$ cat src/rtl/adder_seq_pkg.sv
// adder_seq_pkg: shared types and helpers for the byte-serial adder sequencer.
package adder_seq_pkg;

    localparam int BYTE_W = 8;

    typedef enum logic [1:0] {
        IDLE = 2'd0,
        RUN  = 2'd1,
        DONE = 2'd2
    } state_t;

    function automatic int idx_width(input int nbytes);
        return (nbytes <= 1) ? 1 : $clog2(nbytes);
    endfunction

endpackage

$ cat src/rtl/adder_8bit.sv
// adder_8bit: shared 8-bit ripple adder used as the byte datapath.
module adder_8bit (
    input  logic [7:0] a,
    input  logic [7:0] b,
    input  logic       cin,
    output logic [7:0] sum,
    output logic       cout
);

    assign {cout, sum} = {1'b0, a} + {1'b0, b} + {8'b0, cin};

endmodule

$ cat src/rtl/adder_seq_ctrl.sv
// adder_seq_ctrl: wide add done one byte per cycle on a shared adder_8bit, LSB first.
// Define ADDSEQ_SUB_EN to add the op_sub port (result = op_a - op_b).
module adder_seq_ctrl
    import adder_seq_pkg::*;
#(
    parameter  int NBYTES = 4,
    localparam int W      = BYTE_W * NBYTES
) (
    input  logic         clk,
    input  logic         rst_n,
    input  logic         start_valid,
    output logic         start_ready,
    input  logic [W-1:0] op_a,
    input  logic [W-1:0] op_b,
    input  logic         cin,
`ifdef ADDSEQ_SUB_EN
    input  logic         op_sub,
`endif
    output logic         res_valid,
    input  logic         res_ready,
    output logic [W-1:0] result,
    output logic         cout,
    output logic         busy
);

    localparam int IW = idx_width(NBYTES);
    localparam logic [IW-1:0] LAST = IW'(NBYTES - 1);

    state_t            state;
    logic [IW-1:0]     idx;
    logic              carry;
    logic [W-1:0]      a_reg;
    logic [W-1:0]      b_reg;
    logic [BYTE_W-1:0] sum;
    logic              add_cout;
    logic              sub;

`ifdef ADDSEQ_SUB_EN
    assign sub = op_sub;
`else
    assign sub = 1'b0;
`endif

    assign start_ready = (state == IDLE);

    adder_8bit u_add (
        .a    (a_reg[BYTE_W*idx +: BYTE_W]),
        .b    (b_reg[BYTE_W*idx +: BYTE_W]),
        .cin  (carry),
        .sum  (sum),
        .cout (add_cout)
    );

    always_ff @(posedge clk or negedge rst_n) begin
        if (!rst_n) begin
            state     <= IDLE;
            idx       <= '0;
            carry     <= 1'b0;
            a_reg     <= '0;
            b_reg     <= '0;
            result    <= '0;
            cout      <= 1'b0;
            res_valid <= 1'b0;
            busy      <= 1'b0;
        end else begin
            case (state)
                IDLE: if (start_valid) begin
                    a_reg  <= op_a;
                    // Subtraction is a + ~b + 1, so the inverted operand and forced carry live here.
                    b_reg  <= sub ? ~op_b : op_b;
                    carry  <= sub ? 1'b1 : cin;
                    idx    <= '0;
                    result <= '0;
                    cout   <= 1'b0;
                    busy   <= 1'b1;
                    state  <= RUN;
                end
                RUN: begin
                    result[BYTE_W*idx +: BYTE_W] <= sum;
                    carry <= add_cout;
                    if (idx == LAST) begin
                        cout      <= add_cout;
                        res_valid <= 1'b1;
                        state     <= DONE;
                    end else begin
                        idx <= idx + 1'b1;
                    end
                end
                DONE: if (res_ready) begin
                    res_valid <= 1'b0;
                    busy      <= 1'b0;
                    state     <= IDLE;
                end
                default: state <= IDLE;
            endcase
        end
    end

endmodule

$ cat config.mk
export PLATFORM = sky130hd
export DESIGN_NAME = adder_seq_ctrl
export DESIGN_NICKNAME = d
export VERILOG_FILES = /design/src/rtl/adder_seq_pkg.sv /design/src/rtl/adder_8bit.sv /design/src/rtl/adder_seq_ctrl.sv
export SDC_FILE = /design/constraint.sdc
export NUM_CORES = 1
export LEC_CHECK = 0
export BUFFER_PORTS_ARGS = -buffer_cell sky130_fd_sc_hd__buf_2
export CAP_MARGIN = 20
export CORE_UTILIZATION = 35
export CTS_CLUSTER_DIAMETER = 80
export DETAILED_ROUTE_END_ITERATION = 7
export GPL_TIMING_DRIVEN = 0
export PLACE_DENSITY = 0.59
export SYNTH_ARGS = -nofsm -noshare
export SYNTH_HDL_FRONTEND = slang
export SYNTH_SLANG_ARGS = --single-unit
$ cat constraint.sdc
create_clock -name clk -period 2.5 [get_ports clk]
set_input_delay 0.25 -clock clk [delete_from_list [all_inputs] [get_ports clk]]
set_output_delay 0.25 -clock clk [all_outputs]
set_load 0.03 [all_outputs]
==> results by group, run 1 <==
Status
  – Outcome: finished, violations left
  – Failing checks: negative setup slack

Timing
  – Worst Setup Slack, final: -0.240 ns
  – Final setup fails: 18
  – Worst slew pin tran: 0.587 ns
  – Final Slew Violations: 0
  – Fin Setup TNS: -2.47 ns
  – Clock skew: 0.00865 ns
  – RSZ-0062 raised after global routing: true
  – Final Cycle Share: 110%
  – Max transition margin: 60.9%
  – Fin. Hold Viols: 0
  – Fin crit period: 2.74 ns
  – FMAX: roughly 360 MHz

Flow run
  – Max Cap Viol: 0

Final layout
  – Layout cell share with drive strength beyond 1: a little under three fifths
  – Post-layout util: 46.8%
  – Fin cells: 622
  – Diodes inserted: 0
  – Design area: 6000 sq um
  – # nets final: ~530
  – Layout area overhead: 28.0%

Place
  – RePlAce Congestion: 0.750
  – IO Port Bufs: roughly 100
  – Area after DPL: 5490 sq um
  – Hpwl dp: 8130 microns
  – Placed cell count: 597
  – Pre-CTS WS: -0.725 ns

Clock tree
  – Clk buf depth: 2
  – H-tree levels: 3
  – Worst-path clk slew: 0.07 ns
  – CTS Buf Count: 9
  – Root Driver: clkbuf_16
  – Sink Count: 104
  – CTS tree: yes
  – Clock latency on the worst-skew pair: 0.35 ns

Critical path
  – Reg-to-reg slack, setup: -0.24 ns
  – Worst path required time: 2.74 ns
  – Setup crit end kind: flip-flop
  – CP cell instances: buf_12 > mux4_2 > fa_2 > inv_2 > fa_2 > nor2b_1 > o2111ai_1 > o211ai_1 > xor2_2 > a22o_1
  – Largest stage delay on the critical path: 0.54 ns
  – RR Endpoint: result[6]
  – CP Launch Type: flip-flop
  – Logic depth of the worst register-to-register path: 10
  – Critical path depth in cells: 10
  – Crit path max fanout: 7
  – CP top delay family: compound AO/OA/AOI/OAI gates
  – CP Launch Point: idx[0]
  – Most used cell, CP: fa_2
  – Reg-to-reg startpoint: idx[0]
  – CP bufs+invs: 2
  – Crit path kind: flip-flop to flip-flop
  – Worst setup path endpoint: result[6]
  – Worst path slowest cell: mux4_2
  – Arr. time, crit path: between 2 and 3 ns

Synth
  – Post-synthesis sequential area ratio: a little under three fifths
  – #FFs+latches synth: 104
  – Number of synthesized flops with an enable pin: 0
  – Distinct cells, synth: 41
  – Mapped cell area: 4690 sq um
  – Main synth FF type: dfrtp_1
  – Warning count from the yosys run: 0
  – Syn avg cell area: 14.6 sq um
  – Syn nets: about 400
  – Syn Inst Count: 320
  – Async SR Flop Fraction: 100%

Pwr
  – Max VDD drop: about 840 uV
  – PD cells: roughly 1700 nW/um^2
  – Leak: between 2 and 3 nW

Floorplanning
  – Row count: roughly 40
  – Die height: 118 microns
  – Core area: 12,800 sq um
  – Die area: between 10,000 and 15,000 sq um
  – Num ports: 105
  – Initial Util: 36.5%
  – Die Wd: 118 microns

Route
  – Iteration-0 DRC count of the detailed router: about 110
  – Total Wirelength: 11,100 microns
  – Drt drc: 0
  – Max layer used: met4
  – DRT met1 WL: 5110 microns
  – Routed wire per std cell: between 15 and 20 microns
  – Met3 wire len: a little over 700 microns
  – DR WL met2: 5090 microns
  – First-pass DRT Iterations: 4
  – DR vias/cell: 4.99
  – Vias: 3,105
  – Antenna-violating nets left: 0

Min path
  – HP Class: input port to flip-flop

Global route
  – Largest net degree at the start of global routing: 61
  – First-pass GRT wire length: 18,200 microns
  – Initial antenna violation count: 0
  – Vias in the first global route: 3,303
  – Global route total overflow: 0
  – Global Route Usage Sum: 17.4%
[synth_stat cells, drive strengths merged, types with 2 or more instances]
cell	n	area (sq um)
fa	2	40.0
nand2	14	52.6
nor2	4	15.0
and3	2	12.5
ha	11	138
mux4	16	360
a21oi	8	62.6
a22o	29	254
buf	14	83.8
nor3b	2	15.0
o211ai	2	15.0
o21ai	12	63.8
mux2	64	721
a21o	2	15.0
a211oi	2	15.0
dfrtp	104	2600
xnor2	4	35.0
inv	12	45.0
[worst min-delay path by stage]
stage / start / slack (ns) / cells past startpoint / to
after global placement: cout / 0.46 / 2 / cout
after detailed placement: rst_n / 0.29 / 1 / result[23]
after global routing: op_b[3] / 0.11 / 2 / b_reg[3]
after CTS: op_b[28] / 0.11 / 2 / b_reg[28]
after floorplan: rst_n / -0.05 / 0 / a_reg[0]
final: op_b[28] / 0.12 / 2 / b_reg[28]
[power breakdown]
part	internal [mW]	total, mW	leakage [nW]	switching (mW)
clock	0.785	1.44	0.146	0.653
combinational	2.92	6.07	1.35	3.15
sequential	2.43	2.83	1.29	0.400
total	6.14	10.3	2.78	4.20
[metal layers]
layer,track usage [%],up-vias
li1,-,1433
met4,6.25,0
met2,26.9,106
met5,0,-
met1,23.1,1552
met3,5.04,14
[logic make-up (layout without fill, tap and decap cells)]
family	count (synthesis)	in the layout	synth area share [%]
flops	104	104	55.5
mux	80	80	23.1
compound gates	62	62	10.3
simple gates	29	29	3.55
buf+inv	27	157	2.83
fa+ha+maj	13	13	3.79
xor+xnor	5	5	0.935
[timing repair]
item / in CTS / in global routing
buffers inserted: 6 / 3
endpoints found under the setup margin: 34 / 24
endpoints found under the hold margin: 44 / 0
pin swaps: 17 / 12
resized for setup: 17 / 5
hold buffers: 1 / 0
[per-stage QoR]
step | hold WS, ns | power (mW)
floorplan | -0.0456 | 6.67
global placement | 0.461 | 7.90
detailed placement | 0.294 | 8.05
CTS | 0.109 | 10.1
global route | 0.114 | 11.0
finish | 0.121 | 10.3
[cell usage in the layout (no fill, tap or decap), types with 2 or more instances in the layout]
cell type    n
mux2_2      64
buf_4        9
a21oi_2      4
a211oi_2     2
inv_1        8
ha_4         5
buf_2      112
a21oi_1      3
xnor2_2      3
clkinv_4     2
inv_2        4
o21ai_1      5
a22o_1      29
inv_6        2
mux4_2      16
nand2_1     14
clkbuf_16    9
nor3b_1      2
o211ai_1     2
dfrtp_1    104
ha_1         6
o21ai_0      6
buf_6        3
and3_1       2
nor2_1       3
fa_2         2
a21o_1       2
[layout make-up]
type / count / area [sq um]
sequential: 104 / 2600
clock buffer: 9 / 225
multi-input combinational: 189 / 2090
clock inverter: 7 / 77.6
timing repair buffer: 114 / 628
fill: 1186 / 6830
inverter: 12 / 45.0
tap: 172 / 215
buffer: 15 / 114
Note: power is estimated with default switching activity, not from simulation.
==> inputs of run 2 (changes only) <==
--- a/config.mk
+++ b/config.mk
@@ -10,6 +10,7 @@
 export CORE_UTILIZATION = 35
 export CTS_CLUSTER_DIAMETER = 80
 export DETAILED_ROUTE_END_ITERATION = 7
+export GPL_ROUTABILITY_DRIVEN = 1
 export GPL_TIMING_DRIVEN = 0
 export PLACE_DENSITY = 0.59
 export SYNTH_ARGS = -nofsm -noshare
==> constraint.sdc (replaced) <==
create_clock -name clk -period 2.5 [get_ports clk]
set_input_delay 0.125 -clock clk [delete_from_list [all_inputs] [get_ports clk]]
set_output_delay 0.125 -clock clk [all_outputs]
set_load 0.03 [all_outputs]
==> run 2 against run 1 <==
The run still ends with negative setup slack left. Combinational power grew 1%. Critical endpoint unchanged. Clock-buffer cell count is the same. Sequential power is essentially flat. Largest cell class unchanged. Utilization grew 3.6 points.
==> results by group, run 2 (same netlist as run 1, synthesis figures left out) <==
Timing
  – Fin Setup TNS: -2.47 ns (-0.00699 ns)
  – Fin crit period: 2.74 ns (+0.00335 ns)
  – Fin. Hold Viols: 0 (unchanged)
  – Final setup fails: 19 (+1)
  – Worst Setup Slack, final: -0.243 ns (-0.00335 ns)
  – Min Hold Slack: 0.00852 ns (-0.113 ns)
  – Clock skew: 0.00822 ns (-0.000433 ns)
  – Max transition margin: 60.9% (about the same)
  – FMAX: 365 MHz (-0.12%)
  – RSZ-0062 raised after global routing: true
  – Worst slew pin tran: 0.587 ns (+0.000362 ns)
  – Final Slew Violations: 0 (unchanged)
  – Final Cycle Share: 110% (+0.13 points)

Global route
  – Global route total overflow: 0 (unchanged)
  – Global Route Usage Sum: 18.1% (+0.72 points)
  – Largest net degree at the start of global routing: 61 (unchanged)
  – Initial antenna violation count: 0 (unchanged)
  – Vias in the first global route: 3,495 (+5.8%)
  – First-pass GRT wire length: 19,000 microns (+4.7%)

Final layout
  – Design area: 6460 sq um (+7.7%)
  – Post-layout util: 50.4% (+3.6 points)
  – Most common cell after layout, fill and taps aside: buf_2
  – Fill cell count: 1,142 (-3.7%)
  – Layout cell share with drive strength beyond 1: 51.0% (-5.2 points)
  – # nets final: 573 (+8.7%)
  – Layout area overhead: 37.8%
  – Most frequent cells in the layout: buf_2 (112), dfrtp_1 (104), mux2_2 (64)
  – Diodes inserted: 0 (unchanged)

Critical path
  – CP bufs+invs: 2 (unchanged)
  – Arr. time, crit path: 2.99 ns (about the same)
  – CP cell instances: buf_12 > mux4_2 > fa_2 > inv_2 > fa_2 > nor2b_1 > o2111ai_1 > o211ai_1 > xor2_2 > a22o_1
  – Setup crit end kind: flip-flop
  – Most used cell, CP: fa_2
  – Worst path slowest cell: mux4_2
  – Crit path max fanout: 7 (unchanged)
  – CP top delay family: compound AO/OA/AOI/OAI gates
  – Largest stage delay on the critical path: 0.54 ns (about the same)
  – Worst path required time: 2.74 ns (about the same)
  – Crit path kind: flip-flop to flip-flop
  – CP Launch Type: flip-flop

Min path
  – HP Class: input port to flip-flop

Route
  – Antenna-violating nets left: 0 (unchanged)
  – Drt drc: 0 (unchanged)
  – Routed wire per std cell: 17.3 microns (-2.9%)
  – Iteration-0 DRC count of the detailed router: 136 (+27%)
  – Vias: 3,265 (+5.2%)
  – First-pass DRT Iterations: 4 (unchanged)
  – Total Wirelength: 11,600 microns (+4.3%)
  – DR vias/cell: 4.89 (-2.1%)

Clock tree
  – H-tree levels: 3 (unchanged)
  – Root Driver: clkbuf_16
  – Sink Count: 104 (unchanged)
  – Worst-path clk slew: 0.07 ns (about the same)
  – Clock latency on the worst-skew pair: 0.35 ns (about the same)
  – CTS tree: yes
  – CTS Buf Count: 9 (unchanged)
  – Clk buf depth: 2 (unchanged)

Pwr
  – Max VDD drop: 836 uV (-0.97%)
  – Power, Total: 10.4 mW (+0.59%)
  – Leak: 2.97 nW (+6.9%)
  – PD cells: 1610 nW/um^2 (-6.6%)

Place
  – Area after DPL: 5490 sq um (unchanged)
  – IO Port Bufs: 104 (unchanged)
  – Hpwl dp: 8130 microns (unchanged)
  – RePlAce Congestion: 0.750 (unchanged)

Floorplanning
  – Die height: 118 microns (unchanged)
  – Core area: 12,800 sq um (unchanged)
  – Num ports: 105 (unchanged)
  – Initial Util: 36.5% (unchanged)
  – Die Wd: 118 microns (unchanged)
  – Die area: 13,900 sq um (unchanged)
  – Row count: 41 (unchanged)

Status
  – Failing checks: negative setup slack
  – Outcome: finished, violations left

Flow run
  – Max Cap Viol: 0 (unchanged)
[run 2: layer usage]
layer  vias up  global-route usage (%)  wire length, microns
li1       1524                       -                     -
met1      1633                    23.7                  5330
met2        94                    29.3                  5540
met3        14                    4.22                   533
met4         0                    6.25                   169
met5         -                       0                     0
[run 2: path summary, 6_finish.rpt]
check / from / endpoint / slack (ns) / depth (start not counted)
max: idx[0] / result[6] / -0.24 / 10
min: op_a[6] / a_reg[6] / 0.009 / 2
max reg2reg: idx[0] / result[6] / -0.24 / 10
min reg2reg: result[18] / result[18] / 0.49 / 1
max in group asynchronous: rst_n / a_reg[11] / 1.48 / 3
min in group asynchronous: rst_n / result[23] / 0.31 / 2
[run 2: report_power, final]
part | leakage [nW] | switching (mW) | internal, mW
Combinational | 1.54 | 3.16 | 2.97
Sequential | 1.29 | 0.407 | 2.43
Clock | 0.146 | 0.649 | 0.785
Total | 2.97 | 4.22 | 6.18
[run 2: stage by stage]
stage	setup WS [ns]	cells
after global routing	-0.361	668
after floorplan	-0.129	320
after global placement	-0.709	596
after detailed placement	-0.725	597
final	-0.243	668
after CTS	-0.292	666
[run 2: final cells by class]
type	count	area (sq um)	share of cell area, %
Buffer	15	114	1.76
Sequential cell	104	2600	40.3
Timing Repair Buffer	160	1090	16.9
Clock buffer	9	225	3.49
Tap cell	172	215	3.33
Inverter	12	45.0	0.697
Multi-Input combinational cell	189	2090	32.4
Clock inverter	7	77.6	1.20
[run 2: repair_timing]
| action | CTS | global route |
|---|---|---|
| buffers inserted | 6 | 3 |
| hold buffers | 47 | 0 |
| gates resized for setup | 17 | 5 |
| endpoints found under the setup margin | 34 | 24 |
| pin swaps | 17 | 12 |
| hold endpoints to repair | 90 | 0 |
